$ cat src/rtl/ct_stream_out_if.sv
// Beat stream carrying repacked memory words from ct_stream_out to its sink.
interface ct_stream_out_if #(
    parameter int unsigned OUT_W = 32,
    parameter int unsigned SEL_W = 1
);
    logic [OUT_W-1:0] out_data;
    logic [SEL_W-1:0] out_ch;
    logic             out_valid;
    logic             out_ready;
    logic             out_last;

    modport master (output out_data, out_ch, out_valid, out_last, input out_ready);
    modport slave  (input out_data, out_ch, out_valid, out_last, output out_ready);
endinterface

$ cat src/rtl/ct_stream_out.sv
// Ciphertext read-out engine: walks the selected word memories in ascending order and
// repacks their words LSB-first into OUT_W-bit stream beats, zero-padding each channel's tail.
module ct_stream_out #(
    parameter int unsigned M       = 67,
    parameter int unsigned DIGIT   = 4,
    parameter int unsigned N_WORDS = 21,
    parameter int unsigned CH      = 2,
    parameter int unsigned OUT_W   = 32,
    parameter int unsigned ADDR_W  = (N_WORDS > 1) ? $clog2(N_WORDS) : 1,
    localparam int unsigned WORD_W = M * DIGIT,
    localparam int unsigned SEL_W  = (CH > 1) ? $clog2(CH) : 1
) (
    input  logic              clk,
    input  logic              rst_b,
    input  logic              start,
    input  logic [CH-1:0]     ch_mask,
    output logic              mem_rd,
    output logic [SEL_W-1:0]  mem_sel,
    output logic [ADDR_W-1:0] mem_addr,
    input  logic [WORD_W-1:0] mem_dout,
    ct_stream_out_if.master   so,
    output logic              busy,
    output logic              done
);
    localparam int unsigned BUF_W  = WORD_W + OUT_W - 1;
    localparam int unsigned CNT_W  = $clog2(BUF_W + 1);
    localparam int unsigned WCNT_W = $clog2(N_WORDS + 1);

    typedef enum logic [2:0] {S_IDLE, S_SEL, S_FILL, S_WAIT, S_EMIT, S_FIN} state_e;

    state_e              state_q, state_n;
    logic [CH-1:0]       mask_q, mask_n;
    logic [BUF_W-1:0]    buf_q, buf_n;
    logic [CNT_W-1:0]    cnt_q, cnt_n;
    logic [WCNT_W-1:0]   wcnt_q, wcnt_n;
    logic                mem_rd_n;
    logic [SEL_W-1:0]    mem_sel_n;
    logic [ADDR_W-1:0]   mem_addr_n;
    logic [OUT_W-1:0]    out_data_n;
    logic [SEL_W-1:0]    out_ch_n;
    logic                out_valid_n, out_last_n, busy_n, done_n;
    logic [SEL_W-1:0]    sel_idx;
    logic                need_bits, words_left, beat_taken;

    assign need_bits  = cnt_q < CNT_W'(OUT_W);
    assign words_left = wcnt_q < WCNT_W'(N_WORDS);
    assign beat_taken = so.out_valid && so.out_ready;

    // Lowest still-pending channel of the latched mask.
    always_comb begin
        sel_idx = '0;
        for (int i = int'(CH) - 1; i >= 0; i--) begin
            if (mask_q[i]) sel_idx = SEL_W'(i);
        end
    end

    always_ff @(posedge clk) begin
        if (rst_b) state_q <= S_IDLE;
        else       state_q <= state_n;
    end

    always_comb begin
        state_n = state_q;
        unique case (state_q)
            S_IDLE: if (start) state_n = S_SEL;
            S_SEL:  state_n = (mask_q != '0) ? S_FILL : S_FIN;
            S_FILL: begin
                if (need_bits && words_left)     state_n = S_WAIT;
                else if (!need_bits || cnt_q != '0) state_n = S_EMIT;
                else                             state_n = S_SEL;
            end
            // First WAIT cycle issues the read, second captures the returned word.
            S_WAIT: if (!mem_rd) state_n = S_FILL;
            S_EMIT: if (beat_taken) state_n = S_FILL;
            S_FIN:  state_n = S_IDLE;
            default: state_n = S_IDLE;
        endcase
    end

    always_comb begin
        mask_n      = mask_q;
        buf_n       = buf_q;
        cnt_n       = cnt_q;
        wcnt_n      = wcnt_q;
        mem_rd_n    = 1'b0;
        mem_sel_n   = mem_sel;
        mem_addr_n  = mem_addr;
        out_data_n  = so.out_data;
        out_ch_n    = so.out_ch;
        out_valid_n = so.out_valid;
        out_last_n  = so.out_last;
        unique case (state_q)
            S_IDLE: if (start) mask_n = ch_mask;
            S_SEL: begin
                if (mask_q != '0) begin
                    mask_n     = mask_q & ~(CH'(1) << sel_idx);
                    mem_sel_n  = sel_idx;
                    mem_addr_n = '0;
                    wcnt_n     = '0;
                    buf_n      = '0;
                    cnt_n      = '0;
                end
            end
            S_FILL: begin
                if (need_bits && words_left) begin
                    mem_rd_n = 1'b1;
                end else if (!need_bits || cnt_q != '0) begin
                    // Bits above cnt are always zero, so padding is just a count bump.
                    if (need_bits) cnt_n = CNT_W'(OUT_W);
                    out_valid_n = 1'b1;
                    out_data_n  = buf_q[OUT_W-1:0];
                    out_ch_n    = mem_sel;
                    out_last_n  = !words_left && (cnt_q <= CNT_W'(OUT_W)) && (mask_q == '0);
                end
            end
            S_WAIT: begin
                if (!mem_rd) begin
                    buf_n      = buf_q | (BUF_W'(mem_dout) << cnt_q);
                    cnt_n      = cnt_q + CNT_W'(WORD_W);
                    mem_addr_n = mem_addr + 1'b1;
                    wcnt_n     = wcnt_q + 1'b1;
                end
            end
            S_EMIT: begin
                if (beat_taken) begin
                    out_valid_n = 1'b0;
                    out_last_n  = 1'b0;
                    buf_n       = buf_q >> OUT_W;
                    cnt_n       = need_bits ? '0 : cnt_q - CNT_W'(OUT_W);
                end
            end
            default: ;
        endcase
        busy_n = (state_n != S_IDLE) && (state_n != S_FIN);
        done_n = (state_n == S_FIN);
    end

    always_ff @(posedge clk) begin
        if (rst_b) begin
            mask_q       <= '0;
            buf_q        <= '0;
            cnt_q        <= '0;
            wcnt_q       <= '0;
            mem_rd       <= 1'b0;
            mem_sel      <= '0;
            mem_addr     <= '0;
            so.out_data  <= '0;
            so.out_ch    <= '0;
            so.out_valid <= 1'b0;
            so.out_last  <= 1'b0;
            busy         <= 1'b0;
            done         <= 1'b0;
        end else begin
            mask_q       <= mask_n;
            buf_q        <= buf_n;
            cnt_q        <= cnt_n;
            wcnt_q       <= wcnt_n;
            mem_rd       <= mem_rd_n;
            mem_sel      <= mem_sel_n;
            mem_addr     <= mem_addr_n;
            so.out_data  <= out_data_n;
            so.out_ch    <= out_ch_n;
            so.out_valid <= out_valid_n;
            so.out_last  <= out_last_n;
            busy         <= busy_n;
            done         <= done_n;
        end
    end
endmodule

$ cat src/flat_wrapper.sv
// flat-port wrapper written by rule: the top's interface ports become plain ports
module ct_stream_out_flat 
#(
    parameter int unsigned M       = 67,
    parameter int unsigned DIGIT   = 4,
    parameter int unsigned N_WORDS = 21,
    parameter int unsigned CH      = 2,
    parameter int unsigned OUT_W   = 32,
    parameter int unsigned ADDR_W  = (N_WORDS > 1) ? $clog2(N_WORDS) : 1,
    localparam int unsigned WORD_W = M * DIGIT,
    localparam int unsigned SEL_W  = (CH > 1) ? $clog2(CH) : 1
)
  (clk, rst_b, start, ch_mask, mem_rd, mem_sel, mem_addr, mem_dout, busy, done, so_out_data, so_out_ch, so_out_valid, so_out_last, so_out_ready);
  ct_stream_out_if #(.OUT_W(OUT_W), .SEL_W(1)) so_i ();
  input  logic clk;
  input  logic rst_b;
  input  logic start;
  input  logic [CH-1:0] ch_mask;
  output logic mem_rd;
  output logic [SEL_W-1:0] mem_sel;
  output logic [ADDR_W-1:0] mem_addr;
  input  logic [WORD_W-1:0] mem_dout;
  output logic busy;
  output logic done;
  output wire logic [$bits(so_i.out_data)-1:0] so_out_data;
  output wire logic [$bits(so_i.out_ch)-1:0] so_out_ch;
  output wire logic [$bits(so_i.out_valid)-1:0] so_out_valid;
  output wire logic [$bits(so_i.out_last)-1:0] so_out_last;
  input wire logic [$bits(so_i.out_ready)-1:0] so_out_ready;
  assign so_out_data = so_i.out_data;
  assign so_out_ch = so_i.out_ch;
  assign so_out_valid = so_i.out_valid;
  assign so_out_last = so_i.out_last;
  assign so_i.out_ready = so_out_ready;
  ct_stream_out #(.M(M), .DIGIT(DIGIT), .N_WORDS(N_WORDS), .CH(CH), .OUT_W(OUT_W), .ADDR_W(ADDR_W)) u_core (.clk(clk), .rst_b(rst_b), .start(start), .ch_mask(ch_mask), .mem_rd(mem_rd), .mem_sel(mem_sel), .mem_addr(mem_addr), .mem_dout(mem_dout), .so(so_i), .busy(busy), .done(done));
endmodule
$ cat config.mk
export PLATFORM = sky130hd
export DESIGN_NAME = ct_stream_out_flat
export DESIGN_NICKNAME = d
export VERILOG_FILES = /design/src/rtl/ct_stream_out_if.sv /design/src/rtl/ct_stream_out.sv /design/src/flat_wrapper.sv
export SDC_FILE = /design/constraint.sdc
export NUM_CORES = 2
export LEC_CHECK = 0
export ABC_AREA = 1
export BUFFER_PORTS_ARGS = -buffer_cell sky130_fd_sc_hd__buf_2
export CAP_MARGIN = 20
export CELL_PAD_IN_SITES_DETAIL_PLACEMENT = 1
export CELL_PAD_IN_SITES_GLOBAL_PLACEMENT = 1
export CORE_MARGIN = 8
export CORE_UTILIZATION = 35
export DETAILED_ROUTE_END_ITERATION = 12
export GPL_TIMING_DRIVEN = 1
export PLACE_DENSITY_LB_ADDON = 0.1
export SETUP_SLACK_MARGIN = 0.4
export SYNTH_ARGS = -nofsm -noshare
export SYNTH_HDL_FRONTEND = slang
export SYNTH_SLANG_ARGS = --single-unit
$ cat constraint.sdc
create_clock -name clk -period 2.44 [get_ports clk]
set_clock_uncertainty 0.15 [all_clocks]
set_input_delay 0.366 -clock clk [delete_from_list [all_inputs] [get_ports clk]]
set_output_delay 0.366 -clock clk [all_outputs]
set_load 0.02 [all_outputs]
==> results list <==
* Status: finished with violations
- Violated checks: setup timing
* Max clock buf depth: 3
* Netlist cell types: 41
- Crit end category: register
* First-pass GRT wire length: ~350000 µm
- Worst Path Class, Setup: reg2reg
- Largest fanout of any net on the critical path: 12
- Derived from the worst setup path, the maximum achievable clock frequency is 388 MHz.
* Hold WC Path Type: in2reg
- Number of antenna-violating nets in the routed design: 0
- Drt initial violations: slightly below 6000
* Maximum VDD drop: 0.000476 V
- Clock tree synthesis found a total of 360 sinks.
* Slew at the pin closest to its max-slew limit: between 0.9 and 1 ns
* H-Tree Depth: 2
* Leak pwr: 20.0 nW
* Number of maximum-capacitance violations: 0
- Num rows: ~110
- The final layout contains routed wiring with a total length of roughly 240000 µm.
- After synthesis the cells add up to about 33000 µm².
* CTS tree: done
* Xor-xnor portion of the synthesized cell area: less than 1%
- Async set or reset register ratio after synthesis: 0%
* # DRC: 0
- For the finished layout, the period the worst path requires is 2.58 ns.
- Detailed routing inserted a total of 50400 vias.
- Number of top-level design ports: ~320
- For this run, the detailed router's first-pass iteration total came to 6.
- Entering global routing, the biggest net connects roughly 150 pins.
* Leading cell type in the layout, fill and taps excluded: sky130_fd_sc_hd__nand2_1
* Top library cells by usage in the layout, fill and taps aside: sky130_fd_sc_hd__nand2_1, sky130_fd_sc_hd__nand3_1, sky130_fd_sc_hd__buf_4, sky130_fd_sc_hd__a21oi_1, sky130_fd_sc_hd__dfxtp_1
- Min-delay src: start
- The critical path starts at u_core.cnt_q[2]$_SDFFE_PP0P_.
- Clock-pin slew was measured on the worst setup and hold paths at approximately 0.070 ns.
* Max Slew Vio Count: 0
- RePlAce Congestion: roughly 1.1
* Count of input and output buffers: around 320
- The number of cells on the worst reg-to-reg path is 13.
- Using the TritonRoute via totals, the vias-per-cell ratio works out to 6.32.
- Number of synthesized register bits: between 300 and 400
* Via count of the first global-routing pass: slightly below 50000
- Layout Nets: roughly 6900
- Sequential cells were found to cover 21.6% of the synthesized design area.
* Layout overhead on the synthesized area: 32.5%
- Data arrives at the worst endpoint at between 2 and 3 ns.
* Startpoint kind of the worst setup timing path: register
* Layout cells sized above 1: 21.7%
- Measured along the x axis, the die boundary spans about 330 µm.
- Drt wl/cell: ~31 µm
- The die is 325 µm tall.
* Final cycle utilization of the critical path: 106%
- Area of the die: approximately 110000 µm²
* Final count of hold timing violations: 0
- Power spread over the standard cell area amounts to 735 nW/µm².
* Finished Core Util: 46.7%
* Setup WS post-layout: -0.135 ns
* Main combinational cell family by area after synthesis: simple AND/OR/NAND/NOR gates
* Number of synthesized flops with an enable pin: 0
* Overflow after GRT: 0
- Total core area: about 95000 µm²
- Number of standard cells after synthesis: just over 6000
* Post-synth net total: 6446
- For flop-to-flop paths, the worst setup slack is -0.14 ns.
* Total CTS buffers: slightly above 40
* Critical register-to-register path startpoint: u_core.cnt_q[2]$_SDFFE_PP0P_
* RSZ-0062 raised after global routing: yes
- After synthesis, the share of cell area in mux cells is 0%.
- Clock latency on the worst-skew pair: a little under 0.6 ns
- The cell sitting at the root of the clock tree is a sky130_fd_sc_hd__clkbuf_16.
- After Yosys synthesis, and, or, nand and nor cells account for a little under three fifths of the synthesized area.
- After the flow finishes, the layout carries non-filler instances totaling about 8000.
* Total half-perimeter wirelength after legalization and detailed placement: 190000 µm
- During synthesis, Yosys emitted a total of 0 warnings.
- Summing the areas of all compound-gate instances in the mapped netlist gives 13.6% of the synthesized area.
- Effective utilization at floorplan: a little over a third
* Worst max-slew margin expressed relative to the limit: approximately two fifths
- Setup violations remaining at the end of the flow were counted as approximately 170.
- Number of instances in the placed design: 7857
* Critical path required time: roughly 2.7 ns
- Antenna violations before repair: 6
- For hold timing, the worst endpoint is u_core.mask_q[0]$_SDFFE_PP0P_.
* Aggregate global-route resource usage: about 43%
* Adder-cell share of the synthesized area: less than 1%
* Critical register-to-register path endpoint: u_core.buf_q[86]$_SDFFE_PP0P_
- Among all flip-flop cells after synthesis, the most frequent one is sky130_fd_sc_hd__dfxtp_1.
* Mean instance size in the synthesized netlist: about 5.4 µm²
- Along the worst hold path, the cell count comes to 4.
[cells by family after synthesis]
family / count (synthesis)
AND/OR/NAND/NOR: 4243
AO/OA/AOI/OAI: 856
buffers and inverters: 699
XOR/XNOR: 2
adder cells (fa/ha/maj): 6
flip-flops: 360
[per-stage QoR]
| stage | hold WS [ns] | setup WS [ns] | TNS [ns] | cell area (µm²) | power (mW) |
|---|---|---|---|---|---|
| 2_1_floorplan | 0.272 | 0.409 | 0 | 33500 | 15.3 |
| 3_3_place_gp | 0.280 | -0.227 | -2.74 | 40400 | 23.6 |
| 3_5_place_dp | 0.296 | -0.280 | -5.74 | 40400 | 23.9 |
| 4_1_cts | 0.0309 | -0.0376 | -0.144 | 43400 | 31.3 |
| 5_1_grt | 0.0660 | -0.174 | -21.56 | 44300 | 33.4 |
| 6_report | 0.0550 | -0.135 | -7.76 | 44300 | 32.5 |
[worst max-delay path by stage]
stage                                                      to  slack (ns)  cells past startpoint
after global placement         u_core.buf_q[125]$_SDFFE_PP0P_       -0.23                     14
after detailed placement       u_core.buf_q[125]$_SDFFE_PP0P_       -0.28                     14
final                           u_core.buf_q[86]$_SDFFE_PP0P_       -0.14                     13
after floorplan           u_core.so.out_data[10]$_SDFFE_PP0P_        0.41                     13
after CTS                      u_core.buf_q[290]$_SDFFE_PP0P_       -0.04                     15
after global routing           u_core.buf_q[232]$_SDFFE_PP0P_       -0.17                     13
[power by group]
part           switching [mW]  internal, mW
clock                    2.85          4.02
combinational            12.8          5.63
sequential              0.604          6.63
[final cells by class]
type,count,area [µm²]
inverters,207,847
multi-input cells,5107,25000
well taps,1265,1580
flip-flops and latches,360,7230
repair buffers,946,8120
clock buffers,61,1220
fillers,13100,50600
clock inverters,15,235
diodes,6,15.0
[sequential cells by signal (all words and copies together), names as in the netlist, 2 cells and up]
register and count:
u_core.buf_q 299, u_core.so.out_data 32, u_core.cnt_q 7, u_core.mem_addr 5
u_core.wcnt_q 5, u_core.state_q 3, u_core.mask_q 2
[routing by layer]
layer,vias up,global-route usage (%),share of wire (%)
met2,2940,67.4,43
met1,24600,52.4,38
li1,21900,-,-
met3,858,7.97,8.8
met5,-,0,0
met4,0,35.0,10
[critical path: stages (launching register included)]
cell                      delay [ns]
sky130_fd_sc_hd__dfxtp_4        0.47
sky130_fd_sc_hd__inv_12         0.10
sky130_fd_sc_hd__buf_16         0.18
sky130_fd_sc_hd__buf_4          0.15
sky130_fd_sc_hd__nand2_1        0.09
sky130_fd_sc_hd__nand3_1        0.11
sky130_fd_sc_hd__nand3_1        0.12
sky130_fd_sc_hd__nand3_1        0.25
sky130_fd_sc_hd__nand2_1        0.26
sky130_fd_sc_hd__nand2_1        0.11
sky130_fd_sc_hd__nand3_1        0.09
sky130_fd_sc_hd__nand2_1        0.14
sky130_fd_sc_hd__nand2_1        0.10
sky130_fd_sc_hd__a21oi_1        0.06
[repair_timing]
item | CTS | global route
hold buffers | 2 | 0
endpoints found under the hold margin | 2 | 0
setup endpoints to repair | 342 | 347
gates cloned | 6 | 3
buffers inserted | 11 | 6
gates resized for setup | 318 | 183
pin swaps | 18 | 11
[cells in the mapped netlist, types with 2 or more instances]
cell type / number / area share [%]
sky130_fd_sc_hd__nand2_1: 2074 / 23
sky130_fd_sc_hd__nand3_1: 1985 / 30
sky130_fd_sc_hd__a21oi_1: 475 / 7.1
sky130_fd_sc_hd__dfxtp_1: 360 / 22
sky130_fd_sc_hd__o21ai_0: 294 / 4.4
sky130_fd_sc_hd__buf_2: 204 / 3.1
sky130_fd_sc_hd__clkbuf_1: 191 / 2.1
sky130_fd_sc_hd__inv_1: 190 / 2.1
sky130_fd_sc_hd__nor2_1: 156 / 1.8
sky130_fd_sc_hd__buf_1: 65 / 0.73
sky130_fd_sc_hd__a221oi_1: 37 / 0.97
sky130_fd_sc_hd__buf_4: 16 / 0.36
sky130_fd_sc_hd__buf_6: 14 / 0.47
sky130_fd_sc_hd__inv_2: 14 / 0.16
sky130_fd_sc_hd__o211ai_1: 14 / 0.31
sky130_fd_sc_hd__o21ai_1: 14 / 0.21
sky130_fd_sc_hd__nor3_1: 8 / 0.12
sky130_fd_sc_hd__a32o_1: 7 / 0.21
sky130_fd_sc_hd__ha_1: 6 / 0.22
sky130_fd_sc_hd__nor2_2: 6 / 0.11
sky130_fd_sc_hd__a22oi_1: 3 / 0.067
sky130_fd_sc_hd__a31oi_1: 3 / 0.056
sky130_fd_sc_hd__nand2_2: 3 / 0.056
sky130_fd_sc_hd__nor2_4: 3 / 0.10
sky130_fd_sc_hd__o21bai_1: 3 / 0.067
sky130_fd_sc_hd__and2_1: 2 / 0.037
sky130_fd_sc_hd__inv_4: 2 / 0.037
sky130_fd_sc_hd__nor3_2: 2 / 0.060
sky130_fd_sc_hd__o31ai_2: 2 / 0.075
sky130_fd_sc_hd__xnor2_1: 2 / 0.052
(Power assumes the default switching activity.)
